==> src/rtl/vga_pkg.sv <==
// Shared VGA definitions: default beam/colour widths, the tile config record
// and the index-width helper used to size tile index ports.
package vga_pkg;

    localparam int unsigned X_W_DEF     = 11;
    localparam int unsigned Y_W_DEF     = 9;
    localparam int unsigned COLOR_W_DEF = 1;

    typedef struct packed {
        logic [X_W_DEF-1:0]       x;
        logic [Y_W_DEF-1:0]       y;
        logic [3*COLOR_W_DEF-1:0] color;
        logic                     en;
        logic                     blink;
    } tile_cfg_t;

    // clog2 with a floor of 1 so single-tile builds still get a real index port
    function automatic int unsigned idx_w(input int unsigned n);
        return (n < 2) ? 1 : $clog2(n);
    endfunction

endpackage

==> src/rtl/vga_tile_hit.sv <==
// Combinational rectangle test for one tile against the current beam position,
// including enable and blink gating.
module vga_tile_hit
    import vga_pkg::*;
#(
    parameter int unsigned X_W    = X_W_DEF,
    parameter int unsigned Y_W    = Y_W_DEF,
    parameter int unsigned TILE_W = 64,
    parameter int unsigned TILE_H = 32
) (
    input  logic [X_W-1:0] x,
    input  logic [Y_W-1:0] y,
    input  logic [X_W-1:0] tx,
    input  logic [Y_W-1:0] ty,
    input  logic           en,
    input  logic           blink,
    input  logic           blink_off,
    output logic           hit
);

    localparam logic [X_W:0] TILE_W_EXT = TILE_W[X_W:0];
    localparam logic [Y_W:0] TILE_H_EXT = TILE_H[Y_W:0];

    logic [X_W:0] x_end;
    logic [Y_W:0] y_end;
    logic         in_x;
    logic         in_y;

    // One extra bit keeps the far edge from wrapping, so edge tiles clip
    always_comb begin
        x_end = {1'b0, tx} + TILE_W_EXT;
        y_end = {1'b0, ty} + TILE_H_EXT;
        in_x  = (x >= tx) && ({1'b0, x} < x_end);
        in_y  = (y >= ty) && ({1'b0, y} < y_end);
        hit   = en && !(blink && blink_off) && in_x && in_y;
    end

endmodule

==> src/rtl/vga_tile_compositor.sv <==
// Fixed-priority compositor for N_TILES coloured rectangles with a double-buffered
// config bank swapped on frame_start and a 2-stage registered colour pipeline.
module vga_tile_compositor
    import vga_pkg::*;
#(
    parameter int unsigned  N_TILES   = 5,
    parameter int unsigned  X_W       = X_W_DEF,
    parameter int unsigned  Y_W       = Y_W_DEF,
    parameter int unsigned  COLOR_W   = COLOR_W_DEF,
    parameter int unsigned  TILE_W    = 64,
    parameter int unsigned  TILE_H    = 32,
    parameter int unsigned  BLINK_LOG = 5,
    localparam int unsigned IDX_W     = idx_w(N_TILES)
) (
    input  logic                 clk,
    input  logic                 rst,
    input  logic                 in_display,
    input  logic [X_W-1:0]       counter_x,
    input  logic [Y_W-1:0]       counter_y,
    input  logic                 frame_start,
    input  logic                 cfg_we,
    input  logic [IDX_W-1:0]     cfg_idx,
    input  logic [X_W-1:0]       cfg_x,
    input  logic [Y_W-1:0]       cfg_y,
    input  logic [3*COLOR_W-1:0] cfg_color,
    input  logic                 cfg_en,
    input  logic                 cfg_blink,
    output logic [COLOR_W-1:0]   vga_r,
    output logic [COLOR_W-1:0]   vga_g,
    output logic [COLOR_W-1:0]   vga_b,
    output logic                 hit_valid,
    output logic [IDX_W-1:0]     hit_idx
);

    typedef struct packed {
        logic [X_W-1:0]       x;
        logic [Y_W-1:0]       y;
        logic [3*COLOR_W-1:0] color;
        logic                 en;
        logic                 blink;
    } tile_t;

    tile_t                shadow [N_TILES];
    tile_t                active [N_TILES];
    logic [BLINK_LOG:0]   frame_cnt;
    logic                 blink_off;
    logic [N_TILES-1:0]   hit;
    logic [N_TILES-1:0]   hit_q;
    logic                 disp_q;
    logic                 win_any;
    logic [IDX_W-1:0]     win_idx;
    logic [3*COLOR_W-1:0] win_color;

    assign blink_off = frame_cnt[BLINK_LOG];

    // Non-blocking copy means a same-cycle write is seen by active only next frame
    always_ff @(posedge clk) begin
        if (rst) begin
            for (int unsigned i = 0; i < N_TILES; i++) begin
                shadow[i] <= '0;
                active[i] <= '0;
            end
            frame_cnt <= '0;
        end else begin
            if (frame_start) begin
                active    <= shadow;
                frame_cnt <= frame_cnt + 1'b1;
            end
            if (cfg_we && (32'(cfg_idx) < N_TILES)) begin
                shadow[cfg_idx] <= '{x: cfg_x, y: cfg_y, color: cfg_color,
                                     en: cfg_en, blink: cfg_blink};
            end
        end
    end

    for (genvar g = 0; g < N_TILES; g++) begin : g_hit
        vga_tile_hit #(
            .X_W    (X_W),
            .Y_W    (Y_W),
            .TILE_W (TILE_W),
            .TILE_H (TILE_H)
        ) u_hit (
            .x         (counter_x),
            .y         (counter_y),
            .tx        (active[g].x),
            .ty        (active[g].y),
            .en        (active[g].en),
            .blink     (active[g].blink),
            .blink_off (blink_off),
            .hit       (hit[g])
        );
    end

    always_ff @(posedge clk) begin
        if (rst) begin
            hit_q  <= '0;
            disp_q <= 1'b0;
        end else begin
            hit_q  <= hit;
            disp_q <= in_display;
        end
    end

    always_comb begin
        win_any   = 1'b0;
        win_idx   = '0;
        win_color = '0;
        for (int unsigned i = 0; i < N_TILES; i++) begin
            if (hit_q[i] && !win_any) begin
                win_any   = 1'b1;
                win_idx   = IDX_W'(i);
                win_color = active[i].color;
            end
        end
    end

    always_ff @(posedge clk) begin
        if (rst) begin
            vga_r     <= '0;
            vga_g     <= '0;
            vga_b     <= '0;
            hit_valid <= 1'b0;
            hit_idx   <= '0;
        end else begin
            vga_r     <= win_color[3*COLOR_W-1 -: COLOR_W] & {COLOR_W{disp_q}};
            vga_g     <= win_color[2*COLOR_W-1 -: COLOR_W] & {COLOR_W{disp_q}};
            vga_b     <= win_color[COLOR_W-1 -: COLOR_W]   & {COLOR_W{disp_q}};
            hit_valid <= win_any & disp_q;
            hit_idx   <= win_idx;
        end
    end

endmodule

==> config.mk <==
export PLATFORM = sky130hd
export DESIGN_NAME = vga_tile_compositor
export DESIGN_NICKNAME = d
export VERILOG_FILES = /design/src/rtl/vga_pkg.sv /design/src/rtl/vga_tile_hit.sv /design/src/rtl/vga_tile_compositor.sv
export SDC_FILE = /design/constraint.sdc
export NUM_CORES = 1
export LEC_CHECK = 0
export CORE_AREA = 10 10 208 210
export CTS_CLUSTER_SIZE = 14
export DETAILED_ROUTE_END_ITERATION = 6
export DIE_AREA = 0 0 218 220
export HOLD_SLACK_MARGIN = 0.1
export PLACE_DENSITY_LB_ADDON = 0.25
export SLEW_MARGIN = 25
export SYNTH_ARGS = -nofsm -noshare
export SYNTH_HDL_FRONTEND = slang
export SYNTH_SLANG_ARGS = --single-unit
==> constraint.sdc <==
create_clock -name clk -period 2.6 [get_ports clk]
set_input_delay 0.78 -clock clk [delete_from_list [all_inputs] [get_ports clk]]
set_output_delay 0.78 -clock clk [all_outputs]
set_load 0.01 [all_outputs]
After elaboration in Yosys (flattened, before gate mapping):

Cells that the tools add are included.

* input port bits: 53
* bits in registers: 269
* output and inout port bits: 7
* logic and storage cells: 161

* reduce and logical (&&, ||, !) cells: 46
* muxes and demuxes: 17
* magnitude comparators: 23
* bitwise gates (word level): 5
* add/sub/neg operators: 11

Operator list (number)
* 125-bit bitwise mux: 1
* 25-bit demux with 3-bit select: 1
* 11-bit by 7-bit adder with 12-bit output (second input constant): 5
* 11-bit by 12-bit less-than comparator with 1-bit output: 5
* 11-bit >= comparator: 5
* 9-bit by 6-bit adder with 10-bit output (second input constant): 5
* 9-bit by 10-bit less-than comparator with 1-bit output: 5
* 9-bit >= comparator: 5
* 1-bit logical AND: 36
* 25-bit 2-to-1 mux: 1
* 3-bit 2-to-1 mux: 8
* 1-bit logical NOT: 9
* 6-bit by 1-bit adder with 6-bit output (second input constant): 1
* 1-bit 2-to-1 mux: 6
* 1-bit bitwise AND: 4
* 4-bit >= comparator (second input constant): 1
* 4-bit by 1-bit less-than comparator with 1-bit output (second input constant): 1
* 3-bit inverter with 4-bit output: 1
* 3-bit less-than comparator (second input constant): 1
* 2-bit OR reduction: 1

Logic depth before layout (Yosys ltp):

* depth in word-level cells: 14
* depth in mapped cells: 10
* gate-level depth less buffers: 10

Cells and area by module:

A second synthesis with hierarchy kept.

* cell total of the unflattened synthesis: 1616
* area, all modules: 13842.0 um2

By module, submodules not included
* vga_tile_compositor: sequential area each 5385.2 um2, area each 9517.9 um2, instances 1, cells an instance 1042
* vga_tile_hit (g_hit[1].u_hit): sequential area each 0.0 um2, area each 880.8 um2, instances 1, cells an instance 119
* vga_tile_hit (g_hit[0].u_hit): sequential area each 0.0 um2, area each 870.8 um2, instances 1, cells an instance 117
* vga_tile_hit (g_hit[3].u_hit): sequential area each 0.0 um2, area each 864.6 um2, instances 1, cells an instance 113
* vga_tile_hit (g_hit[4].u_hit): sequential area each 0.0 um2, area each 863.3 um2, instances 1, cells an instance 112
* vga_tile_hit (g_hit[2].u_hit): sequential area each 0.0 um2, area each 844.6 um2, instances 1, cells an instance 113

Worst setup path after synthesis:

OpenSTA, ideal clock, no wires.

* kind: in2reg
* start: input counter_y[0]
* end: register hit_q[1]
* slack: 355 ps
* data arrival time: 2124 ps
* cell stages on the path: 8
* required time: 2478 ps
* buffers on the path: 0
* library setup time: 122 ps
* cell sequence: inv_1 ha_1 or3b_1 o211ai_1 a21oi_1 a2111oi_0 o21bai_1 o311a_1

* longest elaborated chain between the ends: 3
* elaborated cells between the ends (all ways): 4
* classes of those cells: order compare: 2; reduce/logical: 2

RTL lines
* start, declared: line vga_tile_compositor.sv:19 `input logic [Y_W-1:0] counter_y,`
* 9-bit by 10-bit less-than comparator with 1-bit output / 9-bit >= comparator (equally long branches): line vga_tile_hit.sv:34 `in_y = (y >= ty) && ({1'b0, y} < y_end);`
* 1-bit logical AND (*): line vga_tile_hit.sv:34
* 1-bit logical AND (*): line vga_tile_hit.sv:35 `hit = en && !(blink && blink_off) && in_x && in_y;`
* end signal, assigned: line vga_tile_compositor.sv:99 `hit_q <= hit;`
* end, declared: line vga_tile_compositor.sv:48 `logic [N_TILES-1:0] hit_q;`

Every way passes the cells marked *; elsewhere a longest branch is shown, timed or not.
A chain may end at the register's enable or synchronous reset.

Worst setup path after layout:

* start: input counter_y[0]
* end: register hit_q[0]

Same word-level chain as after synthesis.

==> results_dict.tcl <==
set metrics [dict create \
    status "finished, final reports clean" \
    cts_tree "yes" \
    syn_nets 1800 \
    async_reset_ff_frac 0 \
    rsz0062_at_grt "false" \
    layout-drive-gt1-share 0.0851 \
    synth_top_family_by_area "simple AND/OR/NAND/NOR gates" \
    syn_inst 1591 \
    placed_area_mm2 0.0152 \
    dpl_worst_slack_ps -515 \
    skew_ps 15.2 \
    post-route-worst-setup-slack_ps 166 \
    clk_latency_ps 570 \
    synth-compound-area-share 0.128 \
    route.antenna.remaining_nets 0 \
    via_per_inst 4.95 \
    synth_top_area_frac 0.397 \
    yosys_warnings 0 \
    hpwl_um 25700 \
    synth_xor_area_frac 0.0187 \
    path_class "input port to flop" \
    core_area_mm2 0.0393 \
    post-route-period-util 0.936 \
    cts_setup_buffers 0 \
    initialDrtViolationCount 663 \
    drc 0 \
    cts_sinks 269 \
    finalNetCount 1900 \
    period_minus_slack_ps 2430 \
    finalHoldViolCount 0 \
    arrival_ps 2910 \
    root_buffer "clkbuf_16" \
    synth_area_leader_cell "dfxtp_1" \
    yosysSeqAreaShare 0.397 \
    yosys_most_used_dff "dfxtp_1" \
    num_io_pins 60 \
    diodes 0 \
    htree_levels 1 \
    ys_ff_latch 269 \
    power.density_mw_per_mm2 599 \
    grt_start_max_net_pins 158 \
    rows 73 \
    clk_path_buf_depth 3 \
    grt_pass1_vias 10800 \
    cts_resized 0 \
    slew-limit-headroom 0.506 \
    filler_cell_count 3982 \
    drv_cap 0 \
    ir_drop_uv 438 \
    critPathLaunchType "input port" \
    ys_types 57 \
    power_mw 9.79 \
    syn_to_final_growth_pct 20.5 \
    cts_hold_buf 0 \
    placedCellCount 2183 \
    ff_latch_area_mm2 0.00539 \
    grt_pass1_wl_um 59200 \
    final_util 0.416 \
    grt-ovfl-total 0 \
    dr.pass1.iters 5 \
    die_x_um 218 \
    numCtsBuffers 31 \
    cp.required_ps 3080 \
    fin_area_mm2 0.0163 \
    stdcell_count 2241 \
    multi_input_area_mm2 0.00750 \
    synth-simple-area-share 0.167 \
    slew_viol_final 0 \
    worstMarginPinSlew_ps 741 \
    path_clk_slew_ps 60 \
    leakagePower_nw 6.43 \
    antenna_found_initial 0 \
    syn_area_mm2 0.0136 \
    initial_core_util 0.345 \
    muxShareOfSynthArea 0.0930 \
    setup_viol 0 \
    wl_um 37100 \
    io_buffers 59 \
    synth_fa_ha_area_frac 0.144 \
    hold_class "flop to flop" \
    syn_area_per_cell_um2 8.52 \
    cp-end-kind "flop" \
    dieArea_mm2 0.0480 \
    place.gp.congestion 0.853 \
    via_count 11100 \
    synth_edf_count 0 \
    grt_util_all_layers 0.153 \
    max_freq_ghz 0.411 \
    die_y_um 220 \
    synthTopCellsByArea "dfxtp_1 (40%), ha_1 (14%), mux2i_1 (9.3%), nand2_1 (7.6%), a21oi_1 (6.5%)" \
    avgRoutedWirePerCell_um 16.6 \
    cp_max_fo 5 \
]
[critical path: stages]
cell,delay (ps)
clkdlybuf4s50_1,480
inv_1,120
ha_1,290
nand2b_1,100
a211oi_1,60
o31ai_1,400
nand4_1,160
a211o_1,320
a2111oi_2,180
[synth_stat cells (6+ instances only)]
master / number
dfxtp_1: 269
a31oi_1: 8
buf_2: 22
o21ai_0: 38
clkbuf_1: 40
a21oi_1: 177
nand2b_1: 15
nand4_1: 9
inv_1: 112
a21o_1: 20
nand3_1: 26
ha_1: 156
mux2i_1: 126
nor2_1: 158
nand2_1: 275
o21a_1: 6
a211oi_1: 6
nor2b_1: 18
xnor2_1: 26
nor3_1: 10
[power by group]
group	internal (mW)	switching, mW	leakage [nW]
Sequential	4.19	0.0375	2.17
Clock	2.79	1.82	0.552
Combinational	0.415	0.540	3.71
Total	7.39	2.40	6.43
[final timing paths]
path	slack (ps)	from	cells after the start	endpoint
worst max-delay path	170	counter_y[0]	9	hit_q[0]
worst min-delay path	450	shadow[8]	2	shadow[8]
worst max register to register	320	active[21]	10	hit_q[4]
worst min register to register	450	shadow[8]	2	shadow[8]
[placed cells by master, fill, tap and decap left out, types with 9 or more instances in the layout]
master           instances
a21o_1                  20
a21oi_1                177
buf_12                  10
buf_4                   64
clkbuf_16               31
clkdlybuf4s50_1         57
dfxtp_1                268
ha_1                   156
inv_1                  112
mux2i_1                126
nand2_1                275
nand2b_1                15
nand3_1                 26
nand4_1                  9
nor2_1                 158
nor2b_1                 18
nor3_1                  10
o21ai_0                 38
xnor2_1                 26
[metal layers]
metal	GRT usage	routed length (um)	up-vias
met5	0	0	-
met3	0.0189	1550	37
li1	-	-	5619
met1	0.206	17900	5273
met2	0.256	17200	174
met4	0.0319	502	0
[cells by family (layout without fill, tap and decap cells)]
kind of cell,Yosys count,in the layout
xor gates and xnor gates,29,29
and+or+nand+nor,535,535
adders and majority gates,156,156
buffers and inverters,178,303
DFF,269,269
muxes,126,126
AOI/OAI and AO/OA,298,298
[area by class of cell]
cell class,instances,area share
clock inverter,19,0.0136
inverter,112,0.0257
timing repair buffer,133,0.0781
sequential,269,0.330
clock buffer,39,0.0536
multi-input combinational,1144,0.459
tap,525,0.0402
[state kept, by name, summed over array words and instances (netlist names)]
signal and cells:
active 125, shadow 125, frame_cnt 6, hit_q 5
hit_idx 3, disp_q 1, hit_valid 1, vga_b 1
vga_g 1, vga_r 1
[per-stage QoR]
stage                     TNS, ps  hold WS [ps]
after CTS                       0           455
after global routing            0           468
after detailed placement    -1940           446
final                           0           452
after floorplan                 0           432
after global placement      -1850           440
No activity file was read; power rests on OpenSTA's default activity.
